## config.mk

```make
export PLATFORM = sky130hd
export DESIGN_NAME = addsub_accum_mc_flat
export DESIGN_NICKNAME = d
export VERILOG_FILES = /design/src/rtl/addsub_accum_pkg.sv /design/src/rtl/addsub_accum_mc_if.sv /design/src/rtl/addsub_sat_core.sv /design/src/rtl/addsub_accum_mc.sv /design/src/flat_wrapper.sv
export SDC_FILE = /design/constraint.sdc
export NUM_CORES = 1
export LEC_CHECK = 0
export ABC_AREA = 1
export CAP_MARGIN = 10
export CORE_MARGIN = 10
export CORE_UTILIZATION = 35
export CTS_CLUSTER_SIZE = 28
export DETAILED_ROUTE_END_ITERATION = 7
export PLACE_DENSITY = 0.57
export RECOVER_POWER = 100
export SLEW_MARGIN = 20
export SYNTH_ARGS = -nofsm -noshare
export SYNTH_HDL_FRONTEND = slang
export SYNTH_HIERARCHICAL = 1
export SYNTH_SLANG_ARGS = --single-unit
```

## constraint.sdc

```tcl
create_clock -name Clock -period 5.05 [get_ports Clock]
set_clock_uncertainty 0.05 [all_clocks]
set_input_delay 0.505 -clock Clock [delete_from_list [all_inputs] [get_ports Clock]]
set_output_delay 0.505 -clock Clock [all_outputs]
set_load 0.05 [all_outputs]
```

## src/rtl/addsub_accum_pkg.sv

```systemverilog
// Shared encodings and the saturation limit helper for the add/sub accumulator.
package addsub_accum_pkg;
  localparam logic OP_ADD  = 1'b0;
  localparam logic OP_SUB  = 1'b1;
  localparam logic SEL_A   = 1'b0;
  localparam logic SEL_ACC = 1'b1;

  // 64-bit pattern whose low n bits are +max (neg=0) or -min (neg=1) for an n-bit signed value.
  function automatic logic [63:0] sat_limit(input int n, input logic neg);
    logic [63:0] low;
    low = {64{1'b1}} << (n - 1);
    return neg ? low : ~low;
  endfunction
endpackage

```

## src/rtl/addsub_accum_mc_if.sv

```systemverilog
// Operand-in / result-out handshake bundle; slave is the accumulator's view.
interface addsub_accum_mc_if #(
  parameter int N        = 16,
  parameter int CHANNELS = 4,
  parameter int CW       = $clog2(CHANNELS)
);
  logic                In_Valid;
  logic                In_Ready;
  logic [CW-1:0]       In_Chan;
  logic [N-1:0]        A;
  logic [N-1:0]        B;
  logic                Sel;
  logic                AddSub;
  logic                Clear;
  logic                Out_Valid;
  logic                Out_Ready;
  logic [CW-1:0]       Out_Chan;
  logic [N-1:0]        Z;
  logic                Overflow;
  logic [CHANNELS-1:0] Sticky_Ovf;

  modport master (
    output In_Valid, In_Chan, A, B, Sel, AddSub, Clear, Out_Ready,
    input  In_Ready, Out_Valid, Out_Chan, Z, Overflow, Sticky_Ovf
  );
  modport slave (
    input  In_Valid, In_Chan, A, B, Sel, AddSub, Clear, Out_Ready,
    output In_Ready, Out_Valid, Out_Chan, Z, Overflow, Sticky_Ovf
  );
endinterface

```

## src/rtl/addsub_sat_core.sv

```systemverilog
// Combinational signed add/subtract with overflow detect and optional clamp.
module addsub_sat_core
  import addsub_accum_pkg::*;
#(
  parameter int N        = 16,
  parameter int SATURATE = 0
) (
  input  logic [N-1:0] x,
  input  logic [N-1:0] b,
  input  logic         add_sub,
  output logic [N-1:0] z,
  output logic         overflow
);
  logic [N:0]  r;
  logic [63:0] lim;
  logic        unused_lim;

  // Sign-extended N+1 bit result: r[N] is the sign of the true result.
  assign r = (add_sub == OP_SUB) ? {x[N-1], x} - {b[N-1], b}
                                 : {x[N-1], x} + {b[N-1], b};

  assign overflow = (add_sub == OP_SUB) ? (x[N-1] != b[N-1]) && (r[N-1] != x[N-1])
                                        : (x[N-1] == b[N-1]) && (r[N-1] != x[N-1]);

  assign lim        = sat_limit(N, r[N]);
  assign unused_lim = ^lim[63:N];
  assign z          = (SATURATE != 0 && overflow) ? lim[N-1:0] : r[N-1:0];
endmodule

```

## src/rtl/addsub_accum_mc.sv

```systemverilog
// Multi-channel signed add/sub accumulator: S1 captures the beat, S2 computes and writes back.
module addsub_accum_mc
  import addsub_accum_pkg::*;
#(
  parameter int N        = 16,
  parameter int CHANNELS = 4,
  parameter int CW       = $clog2(CHANNELS),
  parameter int SATURATE = 0
) (
  input logic               Clock,
  input logic               Resetn,
  addsub_accum_mc_if.slave  bus
);
  typedef struct packed {
    logic [CW-1:0] chan;
    logic [N-1:0]  a;
    logic [N-1:0]  b;
    logic          sel;
    logic          add_sub;
    logic          clear;
  } beat_t;

  beat_t                      s1, beat_in;
  logic [2:1]                 vld_pipe;
  logic                       stall, s1_hold, accept;
  logic [CHANNELS-1:0][N-1:0] acc;
  logic [CHANNELS-1:0]        sticky;
  logic [N-1:0]               x, core_z, z_nxt, z_q;
  logic                       core_ovf, ovf_nxt, ovf_q;
  logic [CW-1:0]              chan_q;

  assign stall   = vld_pipe[2] & ~bus.Out_Ready;
  assign s1_hold = vld_pipe[1] & stall;
  assign accept  = bus.In_Valid & ~s1_hold;

  assign beat_in = '{chan: bus.In_Chan, a: bus.A, b: bus.B, sel: bus.Sel,
                     add_sub: bus.AddSub, clear: bus.Clear};

  // acc is read here, one cycle after the previous beat wrote it, so no forwarding is needed.
  assign x = (s1.sel == SEL_ACC) ? acc[s1.chan] : s1.a;

  addsub_sat_core #(.N(N), .SATURATE(SATURATE)) u_core (
    .x        (x),
    .b        (s1.b),
    .add_sub  (s1.add_sub),
    .z        (core_z),
    .overflow (core_ovf)
  );

  assign z_nxt   = s1.clear ? '0 : core_z;
  assign ovf_nxt = ~s1.clear & core_ovf;

  always_ff @(posedge Clock or negedge Resetn) begin
    if (!Resetn) begin
      vld_pipe <= '0;
      s1       <= '0;
      z_q      <= '0;
      ovf_q    <= 1'b0;
      chan_q   <= '0;
      acc      <= '0;
      sticky   <= '0;
    end else begin
      if (!s1_hold) begin
        vld_pipe[1] <= accept;
        if (accept) s1 <= beat_in;
      end
      if (!stall) begin
        vld_pipe[2] <= vld_pipe[1];
        if (vld_pipe[1]) begin
          z_q          <= z_nxt;
          ovf_q        <= ovf_nxt;
          chan_q       <= s1.chan;
          acc[s1.chan] <= z_nxt;
          sticky[s1.chan] <= s1.clear ? 1'b0 : (sticky[s1.chan] | core_ovf);
        end
      end
    end
  end

  assign bus.In_Ready   = ~s1_hold;
  assign bus.Out_Valid  = vld_pipe[2];
  assign bus.Out_Chan   = chan_q;
  assign bus.Z          = z_q;
  assign bus.Overflow   = ovf_q;
  assign bus.Sticky_Ovf = sticky;
endmodule

```

## src/flat_wrapper.sv

```systemverilog
// flat-port wrapper written by rule: the top's interface ports become plain ports
module addsub_accum_mc_flat import addsub_accum_pkg::*;
#(
  parameter int N        = 16,
  parameter int CHANNELS = 4,
  parameter int CW       = $clog2(CHANNELS),
  parameter int SATURATE = 0
)
  (Clock, Resetn, bus_In_Valid, bus_In_Chan, bus_A, bus_B, bus_Sel, bus_AddSub, bus_Clear, bus_Out_Ready, bus_In_Ready, bus_Out_Valid, bus_Out_Chan, bus_Z, bus_Overflow, bus_Sticky_Ovf);
  addsub_accum_mc_if #(.N(N), .CHANNELS(CHANNELS), .CW(CW)) bus_i ();
  input logic Clock;
  input logic Resetn;
  input wire logic [$bits(bus_i.In_Valid)-1:0] bus_In_Valid;
  input wire logic [$bits(bus_i.In_Chan)-1:0] bus_In_Chan;
  input wire logic [$bits(bus_i.A)-1:0] bus_A;
  input wire logic [$bits(bus_i.B)-1:0] bus_B;
  input wire logic [$bits(bus_i.Sel)-1:0] bus_Sel;
  input wire logic [$bits(bus_i.AddSub)-1:0] bus_AddSub;
  input wire logic [$bits(bus_i.Clear)-1:0] bus_Clear;
  input wire logic [$bits(bus_i.Out_Ready)-1:0] bus_Out_Ready;
  output wire logic [$bits(bus_i.In_Ready)-1:0] bus_In_Ready;
  output wire logic [$bits(bus_i.Out_Valid)-1:0] bus_Out_Valid;
  output wire logic [$bits(bus_i.Out_Chan)-1:0] bus_Out_Chan;
  output wire logic [$bits(bus_i.Z)-1:0] bus_Z;
  output wire logic [$bits(bus_i.Overflow)-1:0] bus_Overflow;
  output wire logic [$bits(bus_i.Sticky_Ovf)-1:0] bus_Sticky_Ovf;
  assign bus_i.In_Valid = bus_In_Valid;
  assign bus_i.In_Chan = bus_In_Chan;
  assign bus_i.A = bus_A;
  assign bus_i.B = bus_B;
  assign bus_i.Sel = bus_Sel;
  assign bus_i.AddSub = bus_AddSub;
  assign bus_i.Clear = bus_Clear;
  assign bus_i.Out_Ready = bus_Out_Ready;
  assign bus_In_Ready = bus_i.In_Ready;
  assign bus_Out_Valid = bus_i.Out_Valid;
  assign bus_Out_Chan = bus_i.Out_Chan;
  assign bus_Z = bus_i.Z;
  assign bus_Overflow = bus_i.Overflow;
  assign bus_Sticky_Ovf = bus_i.Sticky_Ovf;
  addsub_accum_mc #(.N(N), .CHANNELS(CHANNELS), .CW(CW), .SATURATE(SATURATE)) u_core (.Clock(Clock), .Resetn(Resetn), .bus(bus_i));
endmodule
```

=== Word-level counts from Yosys, hierarchy flattened ===
Cells that the tools add are included.

* Bits in registers: 126
* Word-level logic and storage cells: 52
* Output and inout port bits: 25

* Bitwise logic cells: 9
* Reductions and logical operators: 5
* Order comparisons: 2
* Add/subtract/negate cells: 2
* Muxes and demuxes: 15
* Eq/ne operators: 3

{| class="wikitable"
|+ Operators by type and width
! kind !! count
|-
| $mux W16 || 5
|-
| $bwmux W64 || 1
|-
| $bmux W16 S2 || 1
|-
| $demux W16 S2 || 1
|-
| $add A16 B16 Y16 || 1
|-
| $sub A16 B16 Y16 || 1
|-
| $and A1 B1 Y1 || 4
|-
| $bwmux W4 || 1
|-
| $mux W1 || 4
|-
| $not A1 Y1 || 4
|-
| $reduce_and A2 Y1 || 2
|-
| $logic_and A1 B1 Y1 || 3
|-
| $lt A2 B3 Y1 const B || 1
|-
| $bmux W1 S2 || 1
|-
| $demux W1 S2 || 1
|-
| $ge A2 B1 Y1 const B || 1
|-
| $ne A1 B1 Y1 || 2
|-
| $eq A1 B1 Y1 || 1
|-
| $or A1 B1 Y1 || 1
|}

=== Logic depth before layout (Yosys ltp) ===
* Word-level depth: 11
* Gate-level depth with buffers: 27
* Mapped depth without buffers: 27

=== Modules after synthesis ===
Netlist, hierarchy kept.

{| class="wikitable"
|+ By module, submodules not included
! module !! instances !! cells an instance !! seq. area each (sq um) !! area each (sq um)
|-
| addsub_accum_mc || 1 || 674 || 3153.0 || 5442.7
|-
| addsub_sat_core || 1 || 204 || 0.0 || 1194.9
|}

=== Worst setup path before layout ===
No wires, ideal clock.

* Kind: flip-flop to flip-flop
* Start: reg u_core/s1[35] in the netlist's numbering
* End: reg u_core/acc[44] in the netlist's numbering
* Path slack: 2170 ps
* Library setup time: 83 ps
* Path buffers: 2
* Period minus slack after synthesis: 2880 ps
* Data arrival time: 2747 ps
* Cell stages (with the launch flop): 24
* Cell sequence: dfrtp_1 buf_4 nand2_1 inv_1 clkbuf_1 nand2_1 nand4_1 nand2_1 nand2_1 inv_1 ha_1 inv_1 fa_1 nand3_1 nand2_1 a21oi_2 o21bai_1 nand3_1 nand3_1 nand2_1 inv_1 nor2_1 nand2_1 o21ai_0

* Word-level cells in the longest chain between the ends: 7
* Elaborated cells between the ends (all ways): 13
* Those cells by class: 2 x add/sub; 2 x order compare; 8 x mux; 1 x reduce/logical

{| class="wikitable"
|+ Ends and longest elaborated chain
! element !! line !! source
|-
| start, declared || addsub_accum_mc.sv:23 || <nowiki>beat_t s1, beat_in;</nowiki>
|-
| start signal, assigned || addsub_accum_mc.sv:65 || <nowiki>if (accept) s1 <= beat_in;</nowiki>
|-
| $bmux W16 S2 * || addsub_accum_mc.sv:40 || <nowiki>assign x = (s1.sel == SEL_ACC) ? acc[s1.chan] : s1.a;</nowiki>
|-
| $mux W16 (not written as such) * || addsub_accum_mc.sv:40 ||
|-
| $mux W16 * || addsub_accum_mc.sv:40 ||
|-
| named net u_core.x[0] || addsub_accum_mc.sv:28 || <nowiki>logic [N-1:0] x, core_z, z_nxt, z_q;</nowiki>
|-
| $add A16 B16 Y16 or $sub A16 B16 Y16 (tied branches) || addsub_sat_core.sv:20, addsub_sat_core.sv:19 ||
|-
| $mux W16 * || addsub_sat_core.sv:19 || <nowiki>assign r = (add_sub == OP_SUB) ? {x[N-1], x} - {b[N-1], b}</nowiki>
|-
| named net u_core.core_z[12] || addsub_accum_mc.sv:28 ||
|-
| $mux W16 * || addsub_accum_mc.sv:50 || <nowiki>assign z_nxt = s1.clear ? '0 : core_z;</nowiki>
|-
| $bwmux W64 * || addsub_accum_mc.sv:73 || <nowiki>acc[s1.chan] <= z_nxt;</nowiki>
|-
| end signal, assigned by index || addsub_accum_mc.sv:73 ||
|-
| end, declared || addsub_accum_mc.sv:26 || <nowiki>logic [CHANNELS-1:0][N-1:0] acc;</nowiki>
|}

The timed path passes the listed nets; every way through them passes the cells marked *. The select of a mux whose other input is x is not followed.
A chain may end at the register's enable or synchronous reset.

=== Worst setup path after layout ===
* Start: in bus_Out_Ready
* End: reg u_core.sticky[0], in the netlist u_core/bus.Sticky_Ovf[0]

* Word-level cells in the longest chain between the ends: 4

{| class="wikitable"
|+ Ends and longest elaborated chain
! element !! line !! source
|-
| start, declared || flat_wrapper.sv:20 || <nowiki>input wire logic [$bits(bus_i.Out_Ready)-1:0] bus_Out_Ready;</nowiki>
|-
| $not A1 Y1 || addsub_accum_mc.sv:32 || <nowiki>assign stall = vld_pipe[2] & ~bus.Out_Ready;</nowiki>
|-
| $and A1 B1 Y1 || addsub_accum_mc.sv:32 ||
|-
| $not A1 Y1 (no source line) || - ||
|-
| $reduce_and A2 Y1 (no source line) || - ||
|-
| end signal, assigned by index || addsub_accum_mc.sv:74 || <nowiki>sticky[s1.chan] <= s1.clear ? 1'b0 : (sticky[s1.chan] | core_ovf);</nowiki>
|-
| end, declared || addsub_accum_mc.sv:27 || <nowiki>logic [CHANNELS-1:0] sticky;</nowiki>
|}

Every way passes these cells.

==> results.yml <==
floorplanning:
  start_util_pct: 35.5
  core_area_sq_um: 18700
  die_w_um: 158
  dieArea_sq_um: 24900
  rows: 50
  fp.dieH_um: 158
  pin_count: 66
flow_run:
  max_cap_viol_count: 3
routing:
  drt-initial-drc-count: 464
  detail-route-antenna-nets: 0
  wl_met1_mm: 8.67
  wl_mm: 17.1
  viasPerCell: 4.76
  met2_length_mm: 7.54
  vias: 5623
  highest_layer: "met4"
  wl_met3_um: 715
  wl_per_cell_um: 14.5
  drc_errors: 0
  drtPass1Iterations: 5
place:
  post-dp-hpwl_mm: 12.7
  postPlaceCellArea_sq_um: 7470
  port_buffers: 65
  gp_congestion: 0.826
yosys:
  synth_edf_count: 0
  synth_nets: 936
  synth_cell_types: 39
  syn_inst: 878
  syn_avg_cell_area_sq_um: 7.56
  synth_area_sq_um: 6640
  synth-seq-area-share_pct: 47.5
  ys_ff_latch: 126
  synthArstFlopShare_pct: 100
  synth_top_flop_cell: "dfrtp_1"
  yosysWarnings: 6
run_status:
  failed_checks: "capacitance limit, slew limit"
  status: "complete, but fails checks"
hold_path:
  min-delay-path-class: "reg -> reg"
  holdPathStages: 2
  worst_hold_startpoint: "u_core/bus.Z[2]$_DFFE_PN0P_"
  whs_endpoint: "u_core/bus.Z[2]$_DFFE_PN0P_"
setup_path:
  end_kind: "flop"
  path_max_fanout: 27
  path_class: "in -> reg"
  cp.arrival_ns: 4.24
  crit_path_start_kind: "input pin"
  regToRegSetupSlack_ns: 1.13
  r2r-start: "u_core/s1[35]$_DFFE_PN0P_"
  reg2regPathDepth: 20
  required_ns: 5.30
  r2r-end: "u_core/bus.Sticky_Ovf[0]$_DFFE_PN0P_"
cts:
  clock_latency_ns: 0.42
  cts_tree: "built"
  cts-root-buf: "clkbuf_16"
  cts_buffers: 17
  post_cts_buffers: 0
  hold_buffers: 1
  clk_pin_slew_ns: 0.06
  ctsResizeCount: 0
  clock_path_buffers: 2
  htreeDepth: 4
  numClockSinks: 126
final_layout:
  area_growth_pct: 20.9
  regArea_sq_um: 3150
  fill_cells: 1902
  layout.nets: 993
  drive_above_1_share_pct: 5.28
  diodes: 0
  multi_input_area_sq_um: 3010
  final_area_sq_um: 8030
timing:
  final.setup.tns_ns: 0
  setup_violations: 0
  tightest_slew_ns: 2.47
  hold_viol: 0
  max_slew_margin_pct: -64.8
  rsz0062_at_grt: "no"
  final-max-slew-violation-count: 163
  period_needed_ns: 3.99
  min_period_over_period_pct: 78.9
  fmax_mhz: 251
power_and_ir_drop:
  power.density_nw_per_um2: 575
  power_frac_seq_pct: 33.2
  p_int_w: 0.00274
  swShare_pct: 40.6
  clkPwrFrac_pct: 26.8
  p_switching_w: 0.00187
  pwr-share-comb_pct: 40.0
  p_leak_nw: 4.21
  peakVddDrop_uv: 277
  power_w: 0.00462
global_routing:
  gr-usage-all-layers_pct: 14.4
  grt_pass1_wl_mm: 28.5
  antenna_found_initial: 0
  gr-total-overflow: 0
  grt_pass1_vias: 5407
  grt_start_max_net_pins: 73
flip-flops by register name (all words and copies together) (netlist names):
signal and flops:
u_core/acc 64, u_core/s1 37, u_core/bus.Z 16, u_core/bus.Sticky_Ovf 4
u_core/bus.Out_Chan 2, u_core/vld_pipe 2, u_core/bus.Overflow 1
logic make-up (layout without fill, tap and decap cells):
kind of cell | Yosys count | in the layout | share of synthesized area (%)
xor+xnor | 26 | 26 | 3.43
flops | 126 | 126 | 47.5
fa+ha+maj | 17 | 17 | 3.32
compound gates | 95 | 95 | 8.18
simple gates | 504 | 504 | 30.9
buf+inv | 110 | 179 | 6.71
layer usage:
layer  global-route usage (%)  up-vias
met4                     4.81        0
met1                     20.0     2618
met3                     3.53       14
li1                         -     2887
met2                     21.5      104
met5                        0        -
critical path: stages:
cell and delay, ns:
dlygate4sd3_1 0.54, inv_1 0.07, nand2_1 0.06, nand2_1 0.89, inv_1 0.63, nand2_1 0.74, inv_1 0.49, nand3_1 0.21
nand2_1 0.07
cell type report:
class / instances / share of cell area, %
flip-flops and latches: 126 / 39.3
multi-input cells: 642 / 37.5
repair buffers: 73 / 8.64
clock buffers: 18 / 5.35
well taps: 234 / 3.65
inverters: 75 / 3.51
clock inverters: 13 / 2.07
power by group through the flow:
stage / clock network (W) / registers [W] / logic (W)
detailed placement: 0 / 0.00155 / 0.00190
global route: 0.00131 / 0.00158 / 0.00209
floorplan: 0 / 0.00174 / 0.00116
CTS: 0.00127 / 0.00154 / 0.00191
finish: 0.00124 / 0.00153 / 0.00184
global placement: 0 / 0.00155 / 0.00188
cells in the mapped netlist (all sizes together), types with 11 or more instances:
cell    count  area share (%)
nand2     381              22
dfrtp     126              48
inv        74             4.2
nor2       56             3.6
nand3      49             3.7
o21ai      48             3.8
a21oi      26             2.2
buf        20             1.6
ha         16             3.0
xor2       16             2.1
clkbuf     15            0.85
nand4      11             1.0
through the flow:
step                hold WS [ns]  utilization (%)  std cells  worst slack, ns
CTS                        0.394             43.2       1181             1.52
finish                     0.423             42.9       1181             1.06
global placement           0.291             39.9       1149             1.55
floorplan                  0.159                -        878             2.17
detailed placement         0.292             39.9       1149             1.52
global route               0.441             42.9       1181            0.688
placed cells by master, fill, tap and decap left out, types with 4 or more instances in the layout:
master,n
nand3_1,49
xnor2_1,10
clkbuf_16,17
o22ai_1,10
a21oi_1,25
nor2_2,4
xor2_1,16
clkdlybuf4s50_1,38
dfrtp_1,126
nand2_1,379
clkbuf_1,5
a21o_1,4
dlygate4sd3_1,27
nor2_1,50
o21ai_0,45
nand4_1,11
ha_1,16
inv_1,71
worst max-delay path by stage:
| stage | start | end | slack (ns) | cells past startpoint |
|---|---|---|---|---|
| after floorplan | u_core/s1[35]$_DFFE_PN0P_ | u_core/acc[44]$_DFFE_PN0P_ | 2.17 | 23 |
| after global placement | u_core/s1[35]$_DFFE_PN0P_ | u_core/acc[44]$_DFFE_PN0P_ | 1.55 | 22 |
| after detailed placement | u_core/s1[35]$_DFFE_PN0P_ | u_core/acc[44]$_DFFE_PN0P_ | 1.52 | 22 |
| after CTS | u_core/s1[35]$_DFFE_PN0P_ | u_core/acc[44]$_DFFE_PN0P_ | 1.52 | 22 |
| after global routing | u_core/s1[35]$_DFFE_PN0P_ | u_core/bus.Sticky_Ovf[0]$_DFFE_PN0P_ | 0.69 | 20 |
| final | bus_Out_Ready | u_core/bus.Sticky_Ovf[0]$_DFFE_PN0P_ | 1.06 | 9 |
Power figures use the tool's default switching activity.
